==> src/rtl/spdif_subframe_assembler.sv <==
// S/PDIF subframe assembler: collects 28-bit subframes, checks parity, pairs left/right into stereo samples.
// Optional channel-status capture is built when SPDIF_ASM_CHSTAT_EN is defined.
module spdif_subframe_assembler #(
    parameter int SAMPLE_W         = 24,
    parameter int FRAMES_PER_BLOCK = 192
) (
    input  logic                clk,
    input  logic                rst,
    input  logic                pre_valid,
    input  logic [1:0]          pre_type,
    input  logic                bit_valid,
    input  logic                bit_data,
    output logic                sample_valid,
    output logic [SAMPLE_W-1:0] sample_l,
    output logic [SAMPLE_W-1:0] sample_r,
    output logic [1:0]          vflags,
    output logic                parity_err,
    output logic                block_start,
    output logic [7:0]          frame_idx,
    output logic                sync_err,
    output logic [31:0]         cs_word,
    output logic                cs_valid
);

    typedef enum logic [1:0] {S_HUNT = 2'd0, S_COLLECT = 2'd1, S_DONE = 2'd2} state_t;

    localparam logic [7:0] LAST_IDX = 8'(FRAMES_PER_BLOCK - 1);

    function automatic logic parity_step(input logic acc, input logic b);
        return acc ^ b;
    endfunction

    state_t              state_q, state_d;
    logic [1:0]          type_q, type_d;
    logic [27:0]         shift_q, shift_d;
    logic                par_q, par_d;
    logic [4:0]          cnt_q, cnt_d;
    logic                pend_q, pend_d;
    logic [SAMPLE_W-1:0] pl_sample_q, pl_sample_d;
    logic                pl_v_q, pl_v_d, pl_perr_q, pl_perr_d, pl_b_q, pl_b_d, pl_c_q, pl_c_d;
    logic                emit_q, emit_d;
    logic [SAMPLE_W-1:0] wr_sample_q, wr_sample_d;
    logic                wr_v_q, wr_v_d, wr_perr_q, wr_perr_d;
    logic                b_seen_q, b_seen_d;
    logic                sample_valid_q, sample_valid_d;
    logic [SAMPLE_W-1:0] sample_l_q, sample_l_d, sample_r_q, sample_r_d;
    logic [1:0]          vflags_q, vflags_d;
    logic                parity_err_q, parity_err_d, block_start_q, block_start_d;
    logic [7:0]          frame_idx_q, frame_idx_d;
    logic                sync_err_q, sync_err_d;
    logic [7:0]          new_idx_s;
    logic                pre_ok_s;

    // Subframe FSM, left-pending store, and the registered output stage one cycle after DONE
    always_comb begin
        state_d        = state_q;
        type_d         = type_q;
        shift_d        = shift_q;
        par_d          = par_q;
        cnt_d          = cnt_q;
        pend_d         = pend_q;
        pl_sample_d    = pl_sample_q;
        pl_v_d         = pl_v_q;
        pl_perr_d      = pl_perr_q;
        pl_b_d         = pl_b_q;
        pl_c_d         = pl_c_q;
        emit_d         = 1'b0;
        wr_sample_d    = wr_sample_q;
        wr_v_d         = wr_v_q;
        wr_perr_d      = wr_perr_q;
        b_seen_d       = b_seen_q;
        sample_valid_d = 1'b0;
        sample_l_d     = sample_l_q;
        sample_r_d     = sample_r_q;
        vflags_d       = vflags_q;
        parity_err_d   = parity_err_q;
        block_start_d  = block_start_q;
        frame_idx_d    = frame_idx_q;
        sync_err_d     = 1'b0;
        pre_ok_s       = pre_valid && (pre_type != 2'b00);
        new_idx_s      = (pl_b_q || (frame_idx_q == LAST_IDX)) ? 8'd0 : frame_idx_q + 8'd1;

        case (state_q)
            S_HUNT: begin
                if (pre_ok_s) begin
                    type_d  = pre_type;
                    shift_d = 28'd0;
                    par_d   = 1'b0;
                    cnt_d   = 5'd0;
                    state_d = S_COLLECT;
                end else begin
                    state_d = S_HUNT;
                end
            end
            S_COLLECT: begin
                if (pre_ok_s) begin
                    // A preamble inside a subframe means the previous one was short
                    type_d     = pre_type;
                    shift_d    = 28'd0;
                    par_d      = 1'b0;
                    cnt_d      = 5'd0;
                    sync_err_d = 1'b1;
                    state_d    = S_COLLECT;
                end else if (bit_valid) begin
                    shift_d = {bit_data, shift_q[27:1]};
                    par_d   = parity_step(par_q, bit_data);
                    cnt_d   = cnt_q + 5'd1;
                    state_d = (cnt_q == 5'd27) ? S_DONE : S_COLLECT;
                end else begin
                    state_d = S_COLLECT;
                end
            end
            S_DONE: begin
                state_d = S_HUNT;
                if (type_q == 2'b11) begin
                    if (pend_q) begin
                        emit_d      = 1'b1;
                        wr_sample_d = shift_q[SAMPLE_W-1:0];
                        wr_v_d      = shift_q[SAMPLE_W];
                        wr_perr_d   = par_q;
                        pend_d      = 1'b0;
                    end else begin
                        sync_err_d = 1'b1;
                    end
                end else begin
                    sync_err_d  = pend_q;
                    pend_d      = 1'b1;
                    pl_sample_d = shift_q[SAMPLE_W-1:0];
                    pl_v_d      = shift_q[SAMPLE_W];
                    pl_c_d      = shift_q[SAMPLE_W+2];
                    pl_perr_d   = par_q;
                    pl_b_d      = (type_q == 2'b01);
                end
            end
            default: begin
                state_d = S_HUNT;
            end
        endcase

        if (emit_q) begin
            sample_valid_d = 1'b1;
            sample_l_d     = pl_sample_q;
            sample_r_d     = wr_sample_q;
            vflags_d       = {wr_v_q, pl_v_q};
            parity_err_d   = pl_perr_q | wr_perr_q;
            block_start_d  = pl_b_q;
            frame_idx_d    = new_idx_s;
            if (pl_b_q) begin
                // A B must follow the last frame of a block, except the very first one
                b_seen_d   = 1'b1;
                sync_err_d = sync_err_d | (b_seen_q && (frame_idx_q != LAST_IDX));
            end else begin
                b_seen_d = b_seen_q;
            end
        end else begin
            sample_valid_d = 1'b0;
        end
    end

    // State and datapath registers
    always_ff @(posedge clk or negedge rst) begin
        if (!rst) begin
            state_q        <= S_HUNT;
            type_q         <= 2'b00;
            shift_q        <= 28'd0;
            par_q          <= 1'b0;
            cnt_q          <= 5'd0;
            pend_q         <= 1'b0;
            pl_sample_q    <= '0;
            pl_v_q         <= 1'b0;
            pl_perr_q      <= 1'b0;
            pl_b_q         <= 1'b0;
            pl_c_q         <= 1'b0;
            emit_q         <= 1'b0;
            wr_sample_q    <= '0;
            wr_v_q         <= 1'b0;
            wr_perr_q      <= 1'b0;
            b_seen_q       <= 1'b0;
            sample_valid_q <= 1'b0;
            sample_l_q     <= '0;
            sample_r_q     <= '0;
            vflags_q       <= 2'b00;
            parity_err_q   <= 1'b0;
            block_start_q  <= 1'b0;
            frame_idx_q    <= 8'd0;
            sync_err_q     <= 1'b0;
        end else begin
            state_q        <= state_d;
            type_q         <= type_d;
            shift_q        <= shift_d;
            par_q          <= par_d;
            cnt_q          <= cnt_d;
            pend_q         <= pend_d;
            pl_sample_q    <= pl_sample_d;
            pl_v_q         <= pl_v_d;
            pl_perr_q      <= pl_perr_d;
            pl_b_q         <= pl_b_d;
            pl_c_q         <= pl_c_d;
            emit_q         <= emit_d;
            wr_sample_q    <= wr_sample_d;
            wr_v_q         <= wr_v_d;
            wr_perr_q      <= wr_perr_d;
            b_seen_q       <= b_seen_d;
            sample_valid_q <= sample_valid_d;
            sample_l_q     <= sample_l_d;
            sample_r_q     <= sample_r_d;
            vflags_q       <= vflags_d;
            parity_err_q   <= parity_err_d;
            block_start_q  <= block_start_d;
            frame_idx_q    <= frame_idx_d;
            sync_err_q     <= sync_err_d;
        end
    end

`ifdef SPDIF_ASM_CHSTAT_EN
    logic [31:0] shadow_q, shadow_d, shadow_base_s, cs_word_q, cs_word_d;
    logic        cs_valid_q, cs_valid_d;
    logic        unused_s;

    assign unused_s = ^{shift_q[SAMPLE_W+1], shift_q[27]};

    // Channel-status shadow: left C bit of frames 0..31, published when frame 31 is emitted
    always_comb begin
        shadow_d      = shadow_q;
        cs_word_d     = cs_word_q;
        cs_valid_d    = 1'b0;
        shadow_base_s = pl_b_q ? 32'd0 : shadow_q;
        if (emit_q) begin
            if (new_idx_s < 8'd32) begin
                shadow_base_s[new_idx_s[4:0]] = pl_c_q;
            end else begin
                shadow_base_s = shadow_base_s;
            end
            shadow_d = shadow_base_s;
            if (new_idx_s == 8'd31) begin
                cs_word_d  = shadow_base_s;
                cs_valid_d = 1'b1;
            end else begin
                cs_valid_d = 1'b0;
            end
        end else begin
            shadow_d = shadow_q;
        end
    end

    // Channel-status registers
    always_ff @(posedge clk or negedge rst) begin
        if (!rst) begin
            shadow_q   <= 32'd0;
            cs_word_q  <= 32'd0;
            cs_valid_q <= 1'b0;
        end else begin
            shadow_q   <= shadow_d;
            cs_word_q  <= cs_word_d;
            cs_valid_q <= cs_valid_d;
        end
    end

    assign cs_word  = cs_word_q;
    assign cs_valid = cs_valid_q;
`else
    logic unused_s;

    assign unused_s = ^{shift_q[SAMPLE_W+1], shift_q[27], pl_c_q};
    assign cs_word  = 32'd0;
    assign cs_valid = 1'b0;
`endif

    assign sample_valid = sample_valid_q;
    assign sample_l     = sample_l_q;
    assign sample_r     = sample_r_q;
    assign vflags       = vflags_q;
    assign parity_err   = parity_err_q;
    assign block_start  = block_start_q;
    assign frame_idx    = frame_idx_q;
    assign sync_err     = sync_err_q;

endmodule

==> config.mk <==
export PLATFORM = sky130hd
export DESIGN_NAME = spdif_subframe_assembler
export DESIGN_NICKNAME = d
export VERILOG_FILES = /design/src/rtl/spdif_subframe_assembler.sv
export SDC_FILE = /design/constraint.sdc
export NUM_CORES = 1
export LEC_CHECK = 0
export BUFFER_PORTS_ARGS = -buffer_cell sky130_fd_sc_hd__buf_2
export CAP_MARGIN = 20
export CELL_PAD_IN_SITES_DETAIL_PLACEMENT = 2
export CELL_PAD_IN_SITES_GLOBAL_PLACEMENT = 2
export CORE_AREA = 2 2 141 143
export CTS_CLUSTER_DIAMETER = 50
export CTS_CLUSTER_SIZE = 25
export DETAILED_ROUTE_END_ITERATION = 6
export DIE_AREA = 0 0 143 145
export GPL_TIMING_DRIVEN = 0
export PLACE_DENSITY = 0.8
export SYNTH_ARGS = -nofsm -noshare
export SYNTH_HDL_FRONTEND = slang
export SYNTH_SLANG_ARGS = --single-unit
==> constraint.sdc <==
create_clock -name clk -period 3.05 [get_ports clk]
set_clock_uncertainty 0.15 [all_clocks]
set_input_delay 0.7625 -clock clk [delete_from_list [all_inputs] [get_ports clk]]
set_output_delay 0.7625 -clock clk [all_outputs]
set_load 0.01 [all_outputs]
==> flow_summary.ini <==
[floorplanning]
io_pins = 102
die_x_um = 143
die_y_um = 145
start_util_pct = 33.4
rows = 51
core-area_sq_mm = 0.0192
dieArea_sq_mm = 0.0207

[synthesis]
yosysSeqAreaShare_pct = 60.8
synth_top_family_by_area = multiplexers
synth_warnings = 0
ys_async_sr_fraction_pct = 100
synth_edf_count = 0
synth_xor_area_share_pct = 0.136
yosys.area_share.adder_pct = 1.17
ys_ff_latch = 156
synth_simple_gate_area_share_pct = 4.91
ys.flop_type = dfrtp_1
synth_cell_types = 41
syn_area_sq_mm = 0.00642
syn_avg_cell_area_sq_um = 14.2
synthMuxAreaShare_pct = 18.2
synth_compound_area_share_pct = 7.64
synthCells = 451

[grt]
grt_first_pass_wirelength_mm = 25.7
grt_max_degree = 84
use_met2_pct = 29.7
antenna_found_initial = 0
overflow = 0
use_met1_pct = 18.2
grt_pass1_vias = 4658
met3_usage_pct = 3.60
gr-max-usage-layer = met2
grt_use_total_pct = 16.1

[worst_setup_path]
crit_type = register to register
cp-start-kind = register
critPathCaptureType = register
arrival_ps = 2320
cp.required_ps = 3210
worstPathMaxFanout = 10

[cells_and_area]
final_util_pct = 40.8
syn2layout_area_growth_pct = 21.9
drive_gt1_share_pct = 45.4
antenna_cells_inserted = 0
layout.nets = 584

[detailed_routing]
final_antenna_net_count = 0
avgViaCountPerCell = 4.65
firstDrtPassIters = 4
drc = 0
routed_wl_mm = 15.5
drtIter0Drc = 110
routedWlPerCell_um = 18.3
vias = 3947

[timing]
finalSetupViolCount = 0
fin_crit_sh_pct = 70.9
drv_slew = 0
hold_viol_final = 0
rsz0062_at_grt = false
layout_min_cycle_time_ps = 2160
maxSlewHeadroom_pct = 53.3
hold_slack_ps = 201
worstMarginPinSlew_ps = 701
fmax_mhz = 462

[min_path]
worstHoldPathType = primary input to async pin

[power]
ir_drop_mv = 0.341
powerDensity_mw_per_mm2 = 577
p_leak_nw = 4.17

[clock_network]
post_cts_buffers = 0
cts_buffers = 17
cts_root_buffer = clkbuf_16
ctsResizeCount = 0
insertion_delay_ps = 420
clock_sinks = 156
cts.clk_slew.worst_paths_ps = 70
tritoncts = built
cts_max_path_buffers = 2
hold_buffers = 0
ctsHtreeMaxLevel = 4

[placed_design]
dp_hpwl_mm = 10.6
routabilityCongestion = 0.753
port-buffer-count = 68

[run_status]
status = completed

[run]
maxCapViolations = 0
[cells in the mapped netlist, types with 3 or more instances]
cell type	number	area, sq um
buf_4	37	278
dfrtp_1	156	3900
a22oi_1	3	22.5
mux2_2	104	1170
inv_1	14	52.6
nand3_1	7	35.0
nand4_1	7	43.8
a21oi_1	6	30.0
nor2_1	5	18.8
nand2b_1	5	31.3
a22o_1	27	236
o21ai_0	11	55.1
ha_1	6	75.1
buf_2	12	60.1
buf_6	5	56.3
nand2_1	10	37.5
o211ai_1	3	22.5
[final cells by class]
cell class / count / area [sq um]
sequential: 156 / 3900
clock buffer: 18 / 439
buffer: 55 / 398
inverter: 14 / 52.6
tap: 265 / 332
fill: 1935 / 11400
multi-input combinational: 258 / 2180
clock inverter: 14 / 144
timing repair buffer: 69 / 374
[final timing paths]
kind / end / depth (start not counted) / startpoint / slack (ps)
min in group clk: sample_valid$_DFF_PN0_ / 0 / emit_q$_DFF_PN0_ / 220
max in group asynchronous: cnt_q[2]$_DFFE_PN0P_ / 2 / rst / 1710
worst max-delay path: wr_sample_q[18]$_DFFE_PN0P_ / 6 / state_q[0]$_DFF_PN0_ / 890
worst min-delay path: pl_sample_q[10]$_DFFE_PN0P_ / 1 / rst / 200
worst min register to register: sample_valid$_DFF_PN0_ / 0 / emit_q$_DFF_PN0_ / 220
worst max register to register: wr_sample_q[18]$_DFFE_PN0P_ / 6 / state_q[0]$_DFF_PN0_ / 890
[stage by stage]
| step | TNS [ps] | worst slack (ps) | cell area [sq um] | std cells | power [W] |
|---|---|---|---|---|---|
| after floorplan | 0 | 1180 | 6540 | 483 | 0.00236 |
| after global placement | -173970 | -1120 | 7210 | 816 | 0.00245 |
| after detailed placement | 0 | 812 | 7240 | 817 | 0.00248 |
| after CTS | 0 | 822 | 7830 | 849 | 0.00458 |
| after global routing | 0 | 788 | 7830 | 849 | 0.00469 |
| final | 0 | 887 | 7830 | 849 | 0.00451 |
[report_power, final]
part	switching [W]	internal (W)
Sequential	0.0000370	0.00210
Clock	0.000952	0.00112
Combinational	0.000189	0.000114
Total	0.00118	0.00334
[flip-flops by register name, indices dropped and copies added, names as in the netlist, 2 cells and up]
register / count
vflags: 2
wr_sample_q: 24
state_q: 2
pl_sample_q: 24
type_q: 2
frame_idx: 8
shift_q: 28
sample_r: 24
sample_l: 24
cnt_q: 5
[layer usage]
layer  wire [um]  up-vias  share of wire, %
li1            -     1784                 -
met1        6160     2074                40
met2        8620       69                56
met3         483       20               3.1
met4         244        0               1.6
met5           0        -                 0
[worst max-delay path: stages, from the launching register on]
cell and delay (ps):
dfrtp_1 380, inv_1 80, ha_1 280, nand2_1 150
buf_2 290, buf_2 330, mux2_2 390
[logic make-up after synthesis]
group,after synthesis
buffers and inverters,69
DFF,156
and+or+nand+nor,52
AOI/OAI and AO/OA,62
muxes,104
other,1
xor gates and xnor gates,1
adders and majority gates,6
[cells in the final DEF, fill, tap and decap left out, types with 3 or more instances in the layout]
cell type	n
nand2_1	10
nor2_1	5
conb_1	33
ha_1	6
inv_8	6
buf_4	37
o21ai_0	11
nand4_1	7
a21oi_1	6
mux2_2	104
buf_6	6
inv_1	14
a22o_1	27
a22oi_1	3
buf_2	79
inv_6	5
o211ai_1	3
dfrtp_1	156
clkbuf_16	17
nand2b_1	5
nand3_1	7
No activity file was read; power rests on OpenSTA's default activity.
